$ cat src/rtl/alu_seq_pkg.sv
// Shared definitions for the ALU command sequencer: opcodes, flag bit
// positions, FSM state encoding and a reference ALU function used by the
// optional self-check (build with ALU_SEQ_CHK_EN to enable it).
package alu_seq_pkg;

  localparam logic [3:0] OP_ADD = 4'd0;
  localparam logic [3:0] OP_SUB = 4'd1;
  localparam logic [3:0] OP_AND = 4'd2;
  localparam logic [3:0] OP_OR  = 4'd3;
  localparam logic [3:0] OP_XOR = 4'd4;
  localparam logic [3:0] OP_NOT = 4'd5;
  localparam logic [3:0] OP_INC = 4'd6;
  localparam logic [3:0] OP_DEC = 4'd7;
  localparam logic [3:0] OP_MUL = 4'd8;

  // Bit positions inside rsp_flags = {overflow, sign, zero, carry}
  localparam int FLG_C = 0;
  localparam int FLG_Z = 1;
  localparam int FLG_S = 2;
  localparam int FLG_V = 3;

  typedef enum logic [2:0] {
    ST_IDLE   = 3'd0,
    ST_DRIVE  = 3'd1,
    ST_WAIT_C = 3'd2,
    ST_WAIT_R = 3'd3,
    ST_RESP   = 3'd4
  } state_e;

  // Reference ALU: returns {carry, result}. Carry on SUB/DEC means borrow.
  // 8-bit operations return their result zero-extended to 16 bits.
  function automatic logic [16:0] alu_golden(input logic [3:0] op,
                                             input logic [7:0] a,
                                             input logic [7:0] b);
    logic [8:0]  wide;
    logic [16:0] ret;
    ret  = '0;
    wide = '0;
    case (op)
      OP_ADD: begin wide = {1'b0, a} + {1'b0, b}; ret = {wide[8], 8'h00, wide[7:0]}; end
      OP_SUB: begin wide = {1'b0, a} - {1'b0, b}; ret = {wide[8], 8'h00, wide[7:0]}; end
      OP_AND: ret = {1'b0, 8'h00, a & b};
      OP_OR:  ret = {1'b0, 8'h00, a | b};
      OP_XOR: ret = {1'b0, 8'h00, a ^ b};
      OP_NOT: ret = {1'b0, 8'h00, ~a};
      OP_INC: begin wide = {1'b0, a} + 9'd1; ret = {wide[8], 8'h00, wide[7:0]}; end
      OP_DEC: begin wide = {1'b0, a} - 9'd1; ret = {wide[8], 8'h00, wide[7:0]}; end
      OP_MUL: ret = {1'b0, 16'(a) * 16'(b)};
      default: ret = '0;
    endcase
    return ret;
  endfunction

endpackage

$ cat src/rtl/alu_seq_fifo.sv
// Synchronous FIFO with registered occupancy count. DEPTH must be a power
// of two so the pointers wrap naturally.
module alu_seq_fifo #(
  parameter int DEPTH = 4,
  parameter int WIDTH = 24,
  localparam int AW = (DEPTH > 1) ? $clog2(DEPTH) : 1,
  localparam int CW = $clog2(DEPTH + 1)
) (
  input  logic             clk,
  input  logic             rst,
  input  logic             push,
  input  logic             pop,
  input  logic [WIDTH-1:0] din,
  output logic [WIDTH-1:0] dout,
  output logic             full,
  output logic             empty,
  output logic [CW-1:0]    count
);

  logic [WIDTH-1:0] mem [DEPTH];
  logic [AW-1:0]    wr_ptr;
  logic [AW-1:0]    rd_ptr;
  logic             push_ok;
  logic             pop_ok;

  assign full    = (count == CW'(DEPTH));
  assign empty   = (count == '0);
  assign push_ok = push && !full;
  assign pop_ok  = pop && !empty;
  assign dout    = mem[rd_ptr];

  // Storage write; contents need no reset since count gates every read
  always_ff @(posedge clk) begin
    if (push_ok) mem[wr_ptr] <= din;
  end

  // Pointers and count; simultaneous push and pop leaves count unchanged
  always_ff @(posedge clk or negedge rst) begin
    if (!rst) begin
      wr_ptr <= '0;
      rd_ptr <= '0;
      count  <= '0;
    end else begin
      if (push_ok) wr_ptr <= wr_ptr + AW'(1);
      if (pop_ok)  rd_ptr <= rd_ptr + AW'(1);
      case ({push_ok, pop_ok})
        2'b10:   count <= count + CW'(1);
        2'b01:   count <= count - CW'(1);
        default: count <= count;
      endcase
    end
  end

endmodule

$ cat src/rtl/alu_seq.sv
// Command-side initiator for the 8-bit two-stage ALU. Commands are queued,
// issued one at a time, the ALU latency is waited out, and one tagged
// response is returned per command in order.
// Optional build macro: ALU_SEQ_CHK_EN adds a reference-model check and the
// sticky chk_err output.
//
// Handshake: both streams transfer on a rising clk edge where valid and
// ready are both 1. A producer holding valid keeps its payload stable until
// that edge; valid never depends combinationally on ready.
module alu_seq
  import alu_seq_pkg::*;
#(
  parameter int FIFO_DEPTH = 4,
  parameter int TAG_W      = 4
) (
  input  logic             clk,
  input  logic             rst,
  input  logic             cmd_valid,
  output logic             cmd_ready,
  input  logic [3:0]       cmd_op,
  input  logic [7:0]       cmd_a,
  input  logic [7:0]       cmd_b,
  input  logic [TAG_W-1:0] cmd_tag,
  output logic             rsp_valid,
  input  logic             rsp_ready,
  output logic [15:0]      rsp_result,
  output logic [3:0]       rsp_flags,
  output logic [TAG_W-1:0] rsp_tag,
  output logic [7:0]       alu_a,
  output logic [7:0]       alu_b,
  output logic [3:0]       alu_sel,
  input  logic [15:0]      alu_out,
  input  logic             alu_carry,
  input  logic             alu_zero,
  input  logic             alu_sign,
  input  logic             alu_ovf,
  output logic             busy,
`ifdef ALU_SEQ_CHK_EN
  output logic             chk_err,
`endif
  output state_e           state_dbg
);

  localparam int FW = 4 + 8 + 8 + TAG_W;
  localparam int CW = $clog2(FIFO_DEPTH + 1);

  state_e          state;
  logic            live_q;
  logic            fifo_push;
  logic            fifo_pop;
  logic [FW-1:0]   fifo_dout;
  logic            fifo_full;
  logic            fifo_empty;
  logic [CW-1:0]   fifo_count;

  assign cmd_ready = live_q && !fifo_full;
  assign fifo_push = cmd_valid && cmd_ready;
  // No bypass: a freshly pushed command is only visible to IDLE next cycle
  assign fifo_pop  = (state == ST_IDLE) && !fifo_empty;
  assign busy      = (fifo_count != '0) || (state != ST_IDLE);
  assign state_dbg = state;

  alu_seq_fifo #(
    .DEPTH (FIFO_DEPTH),
    .WIDTH (FW)
  ) u_fifo (
    .clk   (clk),
    .rst   (rst),
    .push  (fifo_push),
    .pop   (fifo_pop),
    .din   ({cmd_op, cmd_a, cmd_b, cmd_tag}),
    .dout  (fifo_dout),
    .full  (fifo_full),
    .empty (fifo_empty),
    .count (fifo_count)
  );

  // Hold cmd_ready low while in reset and raise it on the first edge after
  always_ff @(posedge clk or negedge rst) begin
    if (!rst) live_q <= 1'b0;
    else      live_q <= 1'b1;
  end

  // Sequencer FSM: issue operands, wait out the ALU stages, capture, respond
  always_ff @(posedge clk or negedge rst) begin
    if (!rst) begin
      state      <= ST_IDLE;
      alu_a      <= '0;
      alu_b      <= '0;
      alu_sel    <= '0;
      rsp_tag    <= '0;
      rsp_result <= '0;
      rsp_flags  <= '0;
      rsp_valid  <= 1'b0;
    end else begin
      case (state)
        ST_IDLE: begin
          if (!fifo_empty) begin
            {alu_sel, alu_a, alu_b, rsp_tag} <= fifo_dout;
            state <= ST_DRIVE;
          end
        end
        ST_DRIVE: state <= ST_WAIT_C;
        ST_WAIT_C: begin
          // Carry/overflow are only valid for the cycle after sampling
          rsp_flags[FLG_C] <= alu_carry;
          rsp_flags[FLG_V] <= alu_ovf;
          state            <= ST_WAIT_R;
        end
        ST_WAIT_R: begin
          rsp_result       <= alu_out;
          rsp_flags[FLG_Z] <= alu_zero;
          rsp_flags[FLG_S] <= alu_sign;
          rsp_valid        <= 1'b1;
          state            <= ST_RESP;
        end
        ST_RESP: begin
          if (rsp_ready) begin
            rsp_valid <= 1'b0;
            state     <= ST_IDLE;
          end
        end
        default: state <= ST_IDLE;
      endcase
    end
  end

`ifdef ALU_SEQ_CHK_EN
  logic [16:0] gold;
  logic        gold_sign;
  logic        carry_op;
  logic        mismatch;

  // Compare live ALU outputs with the reference while they are captured
  always_comb begin
    gold      = alu_golden(alu_sel, alu_a, alu_b);
    gold_sign = (alu_sel == OP_MUL) ? gold[15] : gold[7];
    carry_op  = (alu_sel == OP_ADD) || (alu_sel == OP_SUB) ||
                (alu_sel == OP_INC) || (alu_sel == OP_DEC);
    mismatch  = (alu_sel <= OP_MUL) &&
                ((alu_out != gold[15:0]) ||
                 (alu_zero != (gold[15:0] == 16'd0)) ||
                 (alu_sign != gold_sign) ||
                 (carry_op && (rsp_flags[FLG_C] != gold[16])));
  end

  // Sticky error flag, set on the WAIT_R to RESP edge
  always_ff @(posedge clk or negedge rst) begin
    if (!rst)                                chk_err <= 1'b0;
    else if (state == ST_WAIT_R && mismatch) chk_err <= 1'b1;
  end
`endif

endmodule

$ cat config.mk
export PLATFORM = sky130hd
export DESIGN_NAME = alu_seq
export DESIGN_NICKNAME = d
export VERILOG_FILES = /design/src/rtl/alu_seq_pkg.sv /design/src/rtl/alu_seq_fifo.sv /design/src/rtl/alu_seq.sv
export SDC_FILE = /design/constraint.sdc
export NUM_CORES = 1
export LEC_CHECK = 0
export ABC_CLOCK_PERIOD_IN_PS = 2600
export CORE_ASPECT_RATIO = 1.25
export CORE_UTILIZATION = 50
export CTS_CLUSTER_DIAMETER = 120
export CTS_CLUSTER_SIZE = 25
export DETAILED_ROUTE_END_ITERATION = 6
export PLACE_DENSITY = 0.76
export SYNTH_ARGS = -nofsm -noshare
export SYNTH_HDL_FRONTEND = slang
export SYNTH_SLANG_ARGS = --single-unit
$ cat constraint.sdc
create_clock -name clk -period 2.6 [get_ports clk]
set_input_delay 0.52 -clock clk [delete_from_list [all_inputs] [get_ports clk]]
set_output_delay 0.52 -clock clk [all_outputs]
set_load 0.03 [all_outputs]
# Yosys cells after proc, flatten, opt, wreduce, memory -nomap -nowiden
# Memories as Yosys holds them, arrays and structs flattened. A register that Yosys moved wholly into a read port is not among the register bits.
# Index checks and enable logic that the tools add are counted.
# W data, S select, Z words.
[totals]
regBits = 32
latchBits = 0
mem_bits_rw = 96
romBits = 0
inputBits = 48
out_inout_bits = 50
elab_cells = 50
mem_count = 1
[classes]
add_sub_neg = 4
mul = 0
n_div = 0
magnitude_cmp = 0
n_eq_ne = 9
shift = 0
mux = 8
bitwise = 1
n_reduce_logical = 18
[mem_list]
columns = ["memory", "words", "word_bits", "rd", "rd_ports_with_merged_regs", "wr", "line_no", "text"]
rows = [
  ["u_fifo.mem", 4, 24, 1, 1, 1, "alu_seq_fifo.sv:20", "logic [WIDTH-1:0] mem [DEPTH];"],
]
[op_table]
columns = ["operator", "count"]
rows = [
  ["$pmux W3 S5", 1],
  ["$eq A3 B2 Y1 const B", 2],
  ["$eq A3 B3 Y1 const B", 2],
  ["$logic_not A3 Y1", 2],
  ["$mux W3", 2],
  ["$pmux W3 S2", 1],
  ["$reduce_and A2 Y1", 3],
  ["$reduce_bool A3 Y1", 2],
  ["$logic_and A1 B1 Y1", 5],
  ["$add A2 B1 Y2 const B", 2],
  ["$ne A2 B2 Y1 const B", 2],
  ["$reduce_bool A2 Y1", 2],
  ["$add A3 B1 Y3 const B", 1],
  ["$eq A3 B1 Y1 const B", 1],
  ["$logic_not A1 Y1", 3],
  ["$mux W1", 3],
  ["$sub A3 B1 Y3 const B", 1],
  ["$eq A2 B1 Y1 const B", 1],
  ["$eq A2 B2 Y1 const B", 1],
  ["$pmux W1 S2", 1],
  ["$logic_or A1 B1 Y1", 1],
  ["$not A1 Y1", 1],
]

# Depth between registers and ports, before layout
[logic_depth]
word_depth = 7
ltp_mapped = 11
mapped_depth_nobuf = 9

# Hierarchy
# Synthesis repeated with hierarchy kept, for this count alone.
[unflattened]
cells_unflattened = 281
hier_area_um2 = 5833.1
[by_module_without_submodules]
columns = ["mod", "n_inst", "cells_each", "area_each_um2", "seq_area_each_um2"]
rows = [
  ["alu_seq_fifo", 1, 163, 3933.8, 3057.9],
  ["alu_seq", 1, 118, 1899.3, 1226.2],
]

# Worst setup path before layout
# No wires, ideal clock.
[synth_timing]
path_kind = "register -> register"
from = "register state[1], in the netlist state_dbg[1]"
to = "register u_fifo.count[2]"
setup_time_ns = 0.080
arrival_ns = 2.482
required_ns = 2.520
setup_slack_ns = 0.038
stages_incl_launch_ff = 12
n_path_buf = 3
synth_period_minus_slack_ns = 2.562
path_cell_list = "dfrtp_1 > buf_6 > or4_4 > buf_6 > buf_12 > inv_1 > ha_1 > inv_1 > fa_1 > xor2_1 > nor2_1 > xnor2_1"
[synth_between]
elab_chain_cells = 5
word_cells_on_any_way = 7
classes_between = "eq/ne: 2; mux: 1; reduce/logical: 4"
[synth_lines]
columns = ["element", "line_no", "text"]
rows = [
  ["from (decl)", "alu_seq.sv:47", "state_e state;"],
  ["from (signal assigned)", "alu_seq.sv:87", "state <= ST_IDLE;"],
  ["from (signal assigned)", "alu_seq.sv:100", "state <= ST_DRIVE;"],
  ["from (signal assigned)", "alu_seq.sv:103", "ST_DRIVE: state <= ST_WAIT_C;"],
  ["$logic_not A3 Y1 *", "alu_seq.sv:59", "assign fifo_pop = (state == ST_IDLE) && !fifo_empty;"],
  ["$logic_and A1 B1 Y1 *", "alu_seq.sv:59", ""],
  ["net fifo_pop", "alu_seq.sv:50", "logic fifo_pop;"],
  ["$logic_and A1 B1 Y1 *", "alu_seq_fifo.sv:29", "assign pop_ok = pop && !empty;"],
  ["$eq A2 B1 Y1 or $eq A2 B2 Y1 (tied branches)", "alu_seq_fifo.sv:46", "case ({push_ok, pop_ok})"],
  ["$pmux W3 S2 or $reduce_bool A2 Y1 (tied branches)", "--", ""],
  ["to (signal assigned)", "alu_seq_fifo.sv:47", "2'b10: count <= count + CW'(1);"],
  ["to (signal assigned)", "alu_seq_fifo.sv:48", "2'b01: count <= count - CW'(1);"],
  ["to (signal assigned)", "alu_seq_fifo.sv:49", "default: count <= count;"],
  ["to (decl)", "alu_seq_fifo.sv:17", "output logic [CW-1:0] count"],
]
# Mark *: on every way through the listed nets, which the timed path passes. The rest lies on a longest branch.
# A chain may end at the register's enable or synchronous reset.

# Worst setup path in the final report
[layout_timing]
from = "register u_fifo.count[0]"
to = "output port busy"
[layout_between]
elab_chain_cells = 2
[layout_lines]
columns = ["element", "line_no", "text"]
rows = [
  ["$reduce_bool A3 Y1", "alu_seq.sv:60", "assign busy = (fifo_count != '0) || (state != ST_IDLE);"],
  ["$logic_or A1 B1 Y1", "alu_seq.sv:60", ""],
  ["to (decl)", "alu_seq.sv:37", "output logic busy,"],
]
# Every way passes these cells.

==> flow_metrics.py <==
metrics = {
    "synth": {
        "ys_seq_elements": 152,
        "syn-num-nets": 333,
        "synth_area_sq_um": 5820,
        "yosysSeqAreaShare_pct": 73.6,
        "ys_warn_count": 0,
        "synth_cell_type_count": 29,
        "synth_cells": 279,
        "avgSynthCellArea_sq_um": 20.9,
    },
    "critical_path": {
        "cp.required_ns": 2.08,
        "reg2reg_depth": 8,
        "path_cells": "nor4_1 > nand2_1 > clkdlybuf4s50_1",
        "cp_max_fo": 6,
        "startpoint_type": "flip-flop",
        "reg2reg_to": "u_fifo.count[2]$_DFFE_PN0P_",
        "endpoint_kind": "primary output",
        "reg2reg_slack_ns": 0.35,
        "critical_path_class": "flip-flop to primary output",
        "reg2reg_from": "state_dbg[1]$_DFFE_PN0P_",
        "arrival_ns": 1.95,
        "crit_slowest_cell": "clkdlybuf4s50_1",
        "critical-path-max-stage-delay_ns": 0.61,
    },
    "global_routing": {
        "grt_pass1_vias": 3149,
        "grt_pass1_wl_mm": 16.2,
        "grt_usage_pct": 18.7,
        "grt_antenna_before_repair": 1,
        "grt_overflow_total": 0,
        "grt.met3_usage_pct": 6.21,
        "use_met2_pct": 33.3,
        "top_usage_layer": "met2",
        "met1_usage_pct": 20.9,
        "grt_start_max_net_pins": 26,
    },
    "timing": {
        "period_minus_slack_ns": 2.47,
        "finalSetupTns_ns": 0,
        "finalCritPeriodShare_pct": 94.9,
        "setup_viol": 0,
        "hold_viol": 0,
        "fin_ws_ns": 0.133,
        "skew_ns": 0.00669,
        "tightest_slew_ns": 0.767,
        "rsz0062_at_grt": "false",
        "fmax_mhz": 405,
        "maxSlewViolCount": 0,
        "hold-worst-slack_ns": 0.0871,
        "slew_headroom_pct": 48.7,
    },
    "clocking": {
        "cts_setup_buffers": 0,
        "numCtsBuffers": 17,
        "ctsHoldBuffers": 0,
        "cts_buffer_depth": 2,
        "htree_levels": 4,
        "cts_tree": "built",
        "clock-root-buffer": "clkbuf_16",
        "clkSlewWorstSetupHoldPaths_ns": 0.06,
        "insertion_delay_ns": 0.41,
        "cts.sinks": 152,
        "ctsResizeCount": 0,
    },
    "drt": {
        "routed_wl_mm": 10.2,
        "drt_pass1_iterations": 7,
        "wire_per_inst_microns": 18.9,
        "postRouteAntennaNets": 0,
        "remaining_drc_errors": 24,
        "drtIter0Drc": 113,
        "viasPerCell": 5.33,
        "dr_total_vias": 2891,
    },
    "placement": {
        "dpl.cell_count": 509,
        "place_area_sq_um": 6960,
        "io_buffers": 97,
        "dp_slack_ns": 0.279,
        "gp_congestion": 0.726,
        "post-dp-hpwl_mm": 6.25,
    },
    "die": {
        "top_level_ports": 98,
        "design.core.area_sq_um": 11200,
        "chipHeight_microns": 123,
        "initial_core_util_pct": 51.8,
        "fp.dieW_microns": 98.5,
        "die-area_sq_um": 12100,
        "num_rows": 43,
    },
    "outcome": {
        "violations": "DRC",
        "status": "finished with violations",
    },
    "layout": {
        "drive_gt1_share_pct": 27.8,
        "nFillCells": 744,
        "final_nets": 447,
        "final_util_pct": 67.3,
        "fin_cells": 542,
        "syn_to_final_growth_pct": 29.8,
        "final_area_sq_um": 7560,
    },
    "min_path": {
        "hold_class": "input port to async pin",
    },
    "power_and_ir_drop": {
        "switching_share_pct": 32.0,
        "p_switching_mw": 3.12,
        "pwr-share-comb_pct": 37.9,
        "p_int_mw": 6.63,
        "power_mw": 9.74,
        "ir_drop_mv": 0.532,
        "pwr-share-seq_pct": 36.8,
        "clockPowerShare_pct": 25.2,
        "p_leak_nw": 2.83,
        "p_per_area_nw_per_um2": 1290,
    },
    "run": {
        "max_cap_viol_count": 0,
    },
}
## cell usage in the layout (no fill, tap or decap), drive strengths merged, types with 2 or more instances in the layout
master / synthesis / final
buf: 8 / 10
and2: 4 / 4
ha: 5 / 5
edfxtp: 96 / 96
mux2: 45 / 45
clkinv: 0 / 3
bufinv: 0 / 3
inv: 8 / 11
xor2: 2 / 2
clkbuf: 3 / 17
dfrtp: 56 / 56
nor3: 2 / 2
clkdlybuf4s50: 0 / 96
nor2: 5 / 5
mux4: 24 / 24
clkinvlp: 0 / 6
xnor2: 5 / 5
nand2: 4 / 4
## state kept, by name (all words and copies together), names as in the netlist, 4 cells and up
name / cells
u_fifo.mem: 96
rsp_tag: 4
alu_b: 8
rsp_flags: 4
alu_sel: 4
alu_a: 8
rsp_result: 16
## how the worst max path moves through the flow
stage                                     start                           to  slack (ns)
global route        u_fifo.count[0]$_DFFE_PN0P_                         busy        0.02
detailed placement                    cmd_valid  u_fifo.count[2]$_DFFE_PN0P_        0.28
floorplan              state_dbg[1]$_DFFE_PN0P_  u_fifo.count[2]$_DFFE_PN0P_        0.04
CTS                 u_fifo.count[0]$_DFFE_PN0P_                         busy        0.09
global placement                      cmd_valid  u_fifo.count[2]$_DFFE_PN0P_        0.36
finish              u_fifo.count[0]$_DFFE_PN0P_                         busy        0.13
## kinds of logic after synthesis
family	after synthesis	synth area share, %
xor+xnor	7	1.05
mux	70	19.3
simple gates	21	2.06
compound gates	3	0.408
buf+inv	19	2.13
other cells	1	0.0644
flops	152	73.6
fa+ha+maj	6	1.42
## final cells by class
type | count | area [sq um] | share of cell area [%]
inverters | 8 | 30.0 | 0.397
well taps | 135 | 169 | 2.23
clock buffers | 17 | 425 | 5.63
diodes | 1 | 2.50 | 0.0331
repair buffers | 106 | 1060 | 14.0
multi-input cells | 108 | 1420 | 18.7
flip-flops and latches | 152 | 4290 | 56.7
clock inverters | 15 | 175 | 2.32
## cells in the mapped netlist
library cell	n	area share (%)
nor4bb_1	1	0.17
dfrtp_1	56	24
or4b_2	1	0.17
buf_12	2	0.69
mux2i_1	1	0.17
mux4_2	24	9.3
xnor2_1	5	0.75
clkbuf_1	3	0.19
nor2b_1	1	0.11
nor2_1	5	0.32
nor4_1	1	0.11
edfxtp_1	96	49
inv_1	8	0.52
o31a_1	1	0.15
fa_1	1	0.34
conb_1	1	0.064
or4_4	1	0.19
and2_1	4	0.43
nand2_1	4	0.26
o311a_1	1	0.17
mux2_2	27	5.2
a21oi_1	1	0.086
nand3b_1	1	0.13
ha_1	5	1.1
xor2_1	2	0.30
nor3_1	2	0.17
mux2_4	18	4.6
buf_6	2	0.39
buf_2	4	0.34
## metal layers
metal | up-vias | wire, microns
met5 | - | 0
met4 | 0 | 148
met3 | 14 | 586
met2 | 92 | 5530
met1 | 1472 | 3960
li1 | 1313 | -
## critical path: cells and delay by family (launching register included)
family / cells / cell delay, ns
buf+inv: 1 / 0.61
flops: 1 / 0.44
simple gates: 2 / 0.48
## power by group through the flow
stage | logic [mW] | registers (mW) | clock network (mW)
6_report | 3.70 | 3.59 | 2.46
5_1_grt | 3.94 | 3.67 | 2.60
4_1_cts | 3.76 | 3.60 | 2.51
3_5_place_dp | 3.73 | 3.64 | 0
3_3_place_gp | 3.65 | 3.60 | 0
2_1_floorplan | 1.88 | 4.27 | 0
Note: power is estimated with default switching activity, not from simulation.
